===== config.mk =====
export PLATFORM = sky130hd
export DESIGN_NAME = card_shoe
export DESIGN_NICKNAME = d
export VERILOG_FILES = /design/src/rtl/card_pkg.sv /design/src/rtl/card_shoe_lfsr.sv /design/src/rtl/card_shoe.sv
export SDC_FILE = /design/constraint.sdc
export NUM_CORES = 1
export LEC_CHECK = 0
export BUFFER_PORTS_ARGS = -buffer_cell sky130_fd_sc_hd__buf_2
export CAP_MARGIN = 20
export CORE_ASPECT_RATIO = 0.9
export CORE_MARGIN = 2
export CORE_UTILIZATION = 57
export DETAILED_ROUTE_END_ITERATION = 10
export HOLD_SLACK_MARGIN = 0.02
export PLACE_DENSITY = 0.85
export SLEW_MARGIN = 40
export SYNTH_ARGS = -nofsm -noshare
export SYNTH_HDL_FRONTEND = slang
export SYNTH_SLANG_ARGS = --single-unit

===== constraint.sdc =====
create_clock -name i_clk -period 3.41 [get_ports i_clk]
set_input_delay 0 -clock i_clk [delete_from_list [all_inputs] [get_ports i_clk]]
set_output_delay 0 -clock i_clk [all_outputs]
set_load 0.02 [all_outputs]

===== src/rtl/card_pkg.sv =====
// rtl/card_pkg.sv - shared card types, deck constants and index helpers for the card shoe
package card_pkg;

    localparam int          DECK_SIZE      = 52;
    localparam int          RANKS_PER_SUIT = 13;
    localparam logic [5:0]  DECK_CNT       = 6'(DECK_SIZE);
    localparam logic [15:0] LFSR_MASK      = 16'hB400;

    typedef enum logic [1:0] {
        SUIT_CLUBS    = 2'd0,
        SUIT_DIAMONDS = 2'd1,
        SUIT_HEARTS   = 2'd2,
        SUIT_SPADES   = 2'd3
    } suit_t;

    // Presented card: rank 1 = Ace .. 13 = King.
    typedef struct packed {
        suit_t      suit;
        logic [3:0] rank;
    } card_t;

    // Blackjack value of a rank: Ace counts 1 here, faces count 10.
    function automatic logic [3:0] card_points(input logic [3:0] rank);
        if (rank >= 4'd10) begin
            return 4'd10;
        end
        return rank;
    endfunction

    // A 6-bit deck index {suit, rIdx} names a real card only for rIdx 0..12.
    function automatic logic is_legal(input logic [5:0] idx);
        return idx[3:0] < 4'(RANKS_PER_SUIT);
    endfunction

    // Next legal index after idx, modulo 64. From the last rank of a suit,
    // or from any illegal slot, hop straight to rank 0 of the next suit.
    function automatic logic [5:0] next_legal(input logic [5:0] idx);
        if (idx[3:0] >= 4'(RANKS_PER_SUIT - 1)) begin
            return {idx[5:4] + 2'd1, 4'd0};
        end
        return idx + 6'd1;
    endfunction

endpackage


===== src/rtl/card_shoe_lfsr.sv =====
// rtl/card_shoe_lfsr.sv - free-running Galois LFSR with deal-button entropy mixing
//
// Ports:
//   i_clk        clock
//   i_reset_n    asynchronous active-low reset
//   i_seedPulse  deal-button level; each registered rising edge XORs the
//                cycle counter into the LFSR
//   o_lfsr       current 16-bit LFSR state (never zero)
module card_shoe_lfsr
    import card_pkg::*;
#(
    parameter logic [15:0] LFSR_SEED = 16'hACE1
) (
    input  logic        i_clk,
    input  logic        i_reset_n,
    input  logic        i_seedPulse,
    output logic [15:0] o_lfsr
);

    logic [15:0] lfsr_q, lfsr_d;
    logic [15:0] cnt_q;
    logic [15:0] step;
    logic [15:0] mixed;
    logic        sync_q, prev_q;
    logic        seed_edge;

    // The button level is registered first; the edge is taken between two
    // registered samples so the mix never sees a raw asynchronous input.
    assign seed_edge = sync_q & ~prev_q;

    always_comb begin
        step   = {1'b0, lfsr_q[15:1]} ^ (lfsr_q[0] ? LFSR_MASK : 16'h0000);
        mixed  = lfsr_q ^ cnt_q;
        lfsr_d = step;
        if (seed_edge) begin
            // A zero state would lock the LFSR forever.
            lfsr_d = (mixed == 16'h0000) ? LFSR_SEED : mixed;
        end
    end

    always_ff @(posedge i_clk or negedge i_reset_n) begin
        if (!i_reset_n) begin
            lfsr_q <= LFSR_SEED;
            cnt_q  <= 16'h0000;
            sync_q <= 1'b0;
            prev_q <= 1'b0;
        end else begin
            lfsr_q <= lfsr_d;
            cnt_q  <= cnt_q + 16'h0001;
            sync_q <= i_seedPulse;
            prev_q <= sync_q;
        end
    end

    assign o_lfsr = lfsr_q;

endmodule


===== src/rtl/card_shoe.sv =====
// rtl/card_shoe.sv - single-deck card shoe, draws without replacement, one card per request
//
// Optional feature macro: CARD_SHOE_STACKED_DECK_EN (cards come out in index
// order instead of being picked by the LFSR).
//
// Ports:
//   i_clk             clock
//   i_reset_n         asynchronous active-low reset
//   i_drawReq         request one card (sampled only when idle)
//   i_shuffleReq      return all cards to the shoe
//   i_seedPulse       deal-button level, mixes entropy into the LFSR
//   o_cardValid       one-cycle pulse, o_card / o_cardPoints valid
//   o_card            {suit[1:0], rank[3:0]}, rank 1..13
//   o_cardPoints      blackjack value of o_card
//   o_busy            shoe is not idle
//   o_cardsRemaining  undealt cards, 0..52
//   o_shoeEmpty       no undealt cards left
module card_shoe
    import card_pkg::*;
#(
    parameter logic [15:0] LFSR_SEED    = 16'hACE1,
    parameter int unsigned RESHUFFLE_AT = 0
) (
    input  logic       i_clk,
    input  logic       i_reset_n,
    input  logic       i_drawReq,
    input  logic       i_shuffleReq,
    input  logic       i_seedPulse,
    output logic       o_cardValid,
    output logic [5:0] o_card,
    output logic [3:0] o_cardPoints,
    output logic       o_busy,
    output logic [5:0] o_cardsRemaining,
    output logic       o_shoeEmpty
);

    localparam logic [2:0] S_IDLE    = 3'd0;
    localparam logic [2:0] S_SHUFFLE = 3'd1;
    localparam logic [2:0] S_PICK    = 3'd2;
    localparam logic [2:0] S_PROBE   = 3'd3;
    localparam logic [2:0] S_DELIVER = 3'd4;

    logic [2:0]  state_q, state_d;
    logic [63:0] dealt_q, dealt_d;
    logic [5:0]  remain_q, remain_d;
    logic        pend_shuf_q, pend_shuf_d;
    logic        pend_draw_q, pend_draw_d;
    logic [5:0]  ptr_q, ptr_d;
    card_t       card_q, card_d;
    logic [3:0]  points_q, points_d;

    logic [15:0] lfsr;
    logic        lfsr_unused;
    logic [5:0]  cand;
    logic [5:0]  probe_nxt;
    logic        load;
    logic [5:0]  load_idx;
    logic        need_reshuffle;

    card_shoe_lfsr #(
        .LFSR_SEED   (LFSR_SEED)
    ) u_lfsr (
        .i_clk       (i_clk),
        .i_reset_n   (i_reset_n),
        .i_seedPulse (i_seedPulse),
        .o_lfsr      (lfsr)
    );

    // Only the low bits pick a card; the rest of the state is deliberately dropped.
    assign lfsr_unused = ^lfsr;

`ifdef CARD_SHOE_STACKED_DECK_EN
    logic [5:0] stack_q, stack_d;
    assign cand = stack_q;
`else
    assign cand = lfsr[5:0];
`endif

    assign probe_nxt = next_legal(ptr_q);

    // Zero remaining always reshuffles, even when RESHUFFLE_AT is 0.
    assign need_reshuffle = (remain_q == 6'd0) || ({26'd0, remain_q} <= RESHUFFLE_AT);

    always_comb begin
        state_d     = state_q;
        dealt_d     = dealt_q;
        remain_d    = remain_q;
        pend_shuf_d = pend_shuf_q;
        pend_draw_d = pend_draw_q;
        ptr_d       = ptr_q;
        card_d      = card_q;
        points_d    = points_q;
        load        = 1'b0;
        load_idx    = ptr_q;
`ifdef CARD_SHOE_STACKED_DECK_EN
        stack_d     = stack_q;
`endif

        // A shuffle arriving mid-draw waits until the card is out.
        if (state_q != S_IDLE && i_shuffleReq) begin
            pend_shuf_d = 1'b1;
        end

        case (state_q)
            S_IDLE: begin
                if (pend_shuf_q || i_shuffleReq) begin
                    state_d     = S_SHUFFLE;
                    pend_draw_d = pend_draw_q | i_drawReq;
                end else if (i_drawReq || pend_draw_q) begin
                    if (need_reshuffle) begin
                        state_d     = S_SHUFFLE;
                        pend_draw_d = 1'b1;
                    end else begin
                        state_d = S_PICK;
                    end
                end
            end
            S_SHUFFLE: begin
                dealt_d     = '0;
                remain_d    = DECK_CNT;
                pend_shuf_d = i_shuffleReq;
                state_d     = pend_draw_q ? S_PICK : S_IDLE;
`ifdef CARD_SHOE_STACKED_DECK_EN
                stack_d     = 6'd0;
`endif
            end
            S_PICK: begin
                ptr_d = cand;
                if (is_legal(cand) && !dealt_q[cand]) begin
                    load     = 1'b1;
                    load_idx = cand;
                    state_d  = S_DELIVER;
                end else begin
                    state_d = S_PROBE;
                end
            end
            S_PROBE: begin
                // probe_nxt is always legal; remaining > 0 guarantees a hit.
                ptr_d = probe_nxt;
                if (!dealt_q[probe_nxt]) begin
                    load     = 1'b1;
                    load_idx = probe_nxt;
                    state_d  = S_DELIVER;
                end
            end
            S_DELIVER: begin
                dealt_d[ptr_q] = 1'b1;
                remain_d       = remain_q - 6'd1;
                pend_draw_d    = 1'b0;
                state_d        = S_IDLE;
`ifdef CARD_SHOE_STACKED_DECK_EN
                stack_d        = next_legal(stack_q);
`endif
            end
            default: begin
                state_d = S_IDLE;
            end
        endcase

        // Output card is captured on entry to S_DELIVER so it is stable
        // for the whole o_cardValid cycle and holds afterwards.
        if (load) begin
            card_d.suit = suit_t'(load_idx[5:4]);
            card_d.rank = load_idx[3:0] + 4'd1;
            points_d    = card_points(load_idx[3:0] + 4'd1);
        end
    end

    always_ff @(posedge i_clk or negedge i_reset_n) begin
        if (!i_reset_n) begin
            state_q     <= S_IDLE;
            dealt_q     <= '0;
            remain_q    <= DECK_CNT;
            pend_shuf_q <= 1'b0;
            pend_draw_q <= 1'b0;
            ptr_q       <= 6'd0;
            card_q      <= '0;
            points_q    <= 4'd0;
        end else begin
            state_q     <= state_d;
            dealt_q     <= dealt_d;
            remain_q    <= remain_d;
            pend_shuf_q <= pend_shuf_d;
            pend_draw_q <= pend_draw_d;
            ptr_q       <= ptr_d;
            card_q      <= card_d;
            points_q    <= points_d;
        end
    end

`ifdef CARD_SHOE_STACKED_DECK_EN
    always_ff @(posedge i_clk or negedge i_reset_n) begin
        if (!i_reset_n) begin
            stack_q <= 6'd0;
        end else begin
            stack_q <= stack_d;
        end
    end
`endif

    assign o_cardValid      = (state_q == S_DELIVER);
    assign o_card           = card_q;
    assign o_cardPoints     = points_q;
    assign o_busy           = (state_q != S_IDLE);
    assign o_cardsRemaining = remain_q;
    assign o_shoeEmpty      = (remain_q == 6'd0);

endmodule


==> qor.txt <==
Setup crit end - o_cardPoints[0]$_DFFE_PN0P_
# IOs - 24
CP arrival - 3720 ps
Power density cells - 967 mW/mm^2
Clock sinks - 125
Rel. slew slack - 47.7%
Register-to-register setup slack - 70 ps
Core area - 0.0122 sq mm
Instance count of the mapped netlist - 770
GRT Total Usage - 32.0%
Detail Placement HPWL - 14400 microns
Slew @ Worst Pin - 783 ps
Leakage - 3.83 nW
Post-route cell area - 0.00869 sq mm
Worst Clk Skew - 5.96 ps
Root Buffer - clkbuf_16
Placed insts - 951
Worst r2r src - ptr_q[0]$_DFFE_PN0N_
Antenna Cells - 0
Nets - 839
Fmax - 299 MHz
Hold Fails Final Rpt - 0
Post-Synthesis Cell Area - 0.00721 sq mm
Seq/Total Area, Yosys - 43.6%
Register area - 0.00314 sq mm
GP Congestion - 1.02
Die X - 123 microns
Initial DRC count - 826
Fillcell total - 838
Type of destination of the critical path - register
CTS tree - built
Area grow syn2layout - 20.5%
Number of global-route vias before repair - 6265
Avg Cell Area, Syn - 9.36 sq um
Synth top area cells - dfrtp_1 (40%), mux2i_1 (6.0%), nand2_1 (4.9%), o21ai_0 (4.4%), dfstp_2 (4.0%)
CP required - 3790 ps
Detailed-route via count - 6358
First-pass GRT wire length - 33200 microns
Row count - 38
Most frequent cells in the layout - dfrtp_1 (112), nand2_1 (94), nor2_1 (63), o21ai_0 (63), buf_4 (52)
DRT Pass-1 Iters - 6
Layout cell share with drive strength beyond 1 - 21.5%
Max Cap Viol - 0
Synth Warn # - 0
Routed wire length per instance - 21.0 microns
Post-Route WL - 20900 microns
Multi-input gate area - 0.00396 sq mm
Crit Path Max Fanout - 5
Num CTS Buffers - 17
Post-route insts no fill - 997
Initial Util - 59.0%
ANT nets after route - 0
Synth Register Bits - 125
EDFF count, synth - 0
Most used DFF post-synth - dfrtp_1
IO Port Bufs - 23
DRC - 0
Antenna violations before repair - 0
DIE AREA - 0.0136 sq mm
Yosys top cell area share - 39.6%
Commonest non-fill, non-tap cell in the layout - dfrtp_1
Outcome - finished clean
Max-slew violation count - 0
Power Total - 8.41 mW
Final period utilization - 98.1%
Reg2reg end - o_cardPoints[0]$_DFFE_PN0P_
Placed Area - 0.00766 sq mm
Drt via density - 6.38
Worst-path clk slew - 60 ps
Clk_lat worst skew - 440 ps
Async set-reset flop share out of synthesis - 100%
Die outline height - 111 microns
Hold WC Path Type - in2async
CP Launch Type - register
Syn Nets - 785
Critical path class - reg2reg
Gr ovfl total - 0
IR drop worst, VDD - 735 uV
Largest net degree at the start of global routing - 66
Final Setup Violations - 0
Final Critical Period - 3340 ps
Clock tree buffer depth - 2
Biggest area consumer among synthesized cells - dfrtp_1
H-tree Lvls - 4
Distinct cell type count after synthesis - 82
Crit. Startpoint - ptr_q[0]$_DFFE_PN0N_
FF-to-FF path depth - 14
-- cell usage after synthesis (10+ instances only) --
master      n
a21oi_1    52
a22oi_1    17
buf_2      14
clkbuf_1   25
dfrtp_1   114
dfstp_2    11
ha_1       10
inv_1      12
mux2i_1    43
nand2_1    95
nand2b_1   16
nand3_1    18
nor2_1     63
nor2b_1    10
nor3_1     10
o21ai_0    63
xnor2_1    28
xor2_1     14
-- through the flow --
step | setup slack (ps) | util, % | setup TNS, ps | hold WS (ps)
finish | 65.9 | 71.1 | 0 | 107
global route | -61.6 | 71.1 | -61.6 | 166
CTS | 6.96 | 69.0 | 0 | 189
detailed placement | -94.7 | 62.7 | -94.7 | 110
global placement | 22.6 | 62.7 | 0 | 111
floorplan | 14.0 | - | 0 | -296
-- report_power, final --
| group | internal (mW) | switching [mW] |
|---|---|---|
| clock | 1.46 | 0.718 |
| sequential | 1.75 | 0.236 |
| combinational | 1.74 | 2.50 |
| total | 4.96 | 3.45 |
-- area by class of cell --
type                    count  area share [%]
inverters                  14           0.648
flip-flops and latches    125            36.2
clock buffers              18            4.94
well taps                 160            2.30
multi-input cells         581            45.6
clock inverters            14            3.18
repair buffers             85            7.20
-- routing by layer --
layer / GRT usage (%) / up-vias / routed length, microns
met5: 0 / - / 0
li1: - / 2864 / -
met1: 44.5 / 3146 / 8960
met4: 10.4 / 0 / 490
met2: 49.0 / 304 / 9920
met3: 8.23 / 44 / 1580
-- worst max-delay path: stages (launching register included) --
cell      delay [ps]
dfrtp_1          420
ha_4             190
buf_4            150
nor2b_2          180
or2_4            260
buf_4            150
a2111o_1         430
o311ai_4         140
nand2_2          120
a311oi_2         350
inv_1            130
ha_4             190
xnor2_2          140
o31ai_1          260
a22o_1           160
-- worst min path at each step --
| stage | startpoint | end | slack, ps | cells after the start |
|---|---|---|---|---|
| after global routing | i_reset_n | dealt_q[13]$_DFFE_PN0P_ | 170 | 2 |
| after CTS | i_seedPulse | u_lfsr.sync_q$_DFF_PN0_ | 190 | 2 |
| after global placement | i_seedPulse | u_lfsr.sync_q$_DFF_PN0_ | 110 | 1 |
| after floorplan | i_reset_n | dealt_q[0]$_DFFE_PN0P_ | -300 | 0 |
| after detailed placement | i_seedPulse | u_lfsr.sync_q$_DFF_PN0_ | 110 | 1 |
| final | i_reset_n | dealt_q[11]$_DFFE_PN0P_ | 110 | 2 |
-- repair_timing --
item / CTS / global route
buffers inserted: 1 / 9
pin swaps: 2 / 13
hold endpoints to repair: 61 / 0
hold buffers: 4 / 0
resized for setup: 3 / 34
setup endpoints to repair: 1 / 7
-- flip-flops by register name, indices dropped and copies added (netlist names) --
register,cells
u_lfsr.o_lfsr,16
o_cardPoints,4
o_cardsRemaining,6
dealt_q,64
pend_shuf_q,1
u_lfsr.prev_q,1
o_card,6
ptr_q,6
u_lfsr.cnt_q,16
pend_draw_q,1
u_lfsr.sync_q,1
state_q,3
-- cells by family (layout without fill, tap and decap cells) --
| logic type | count (synthesis) | count (layout) | synth area share (%) |
|---|---|---|---|
| buf+inv | 64 | 131 | 4.20 |
| compound gates | 216 | 216 | 20.4 |
| simple gates | 261 | 261 | 17.3 |
| flops | 125 | 125 | 43.6 |
| mux | 51 | 51 | 7.43 |
| xor+xnor | 43 | 43 | 5.33 |
| fa+ha+maj | 10 | 10 | 1.74 |
No activity file was read; power rests on OpenSTA's default activity.
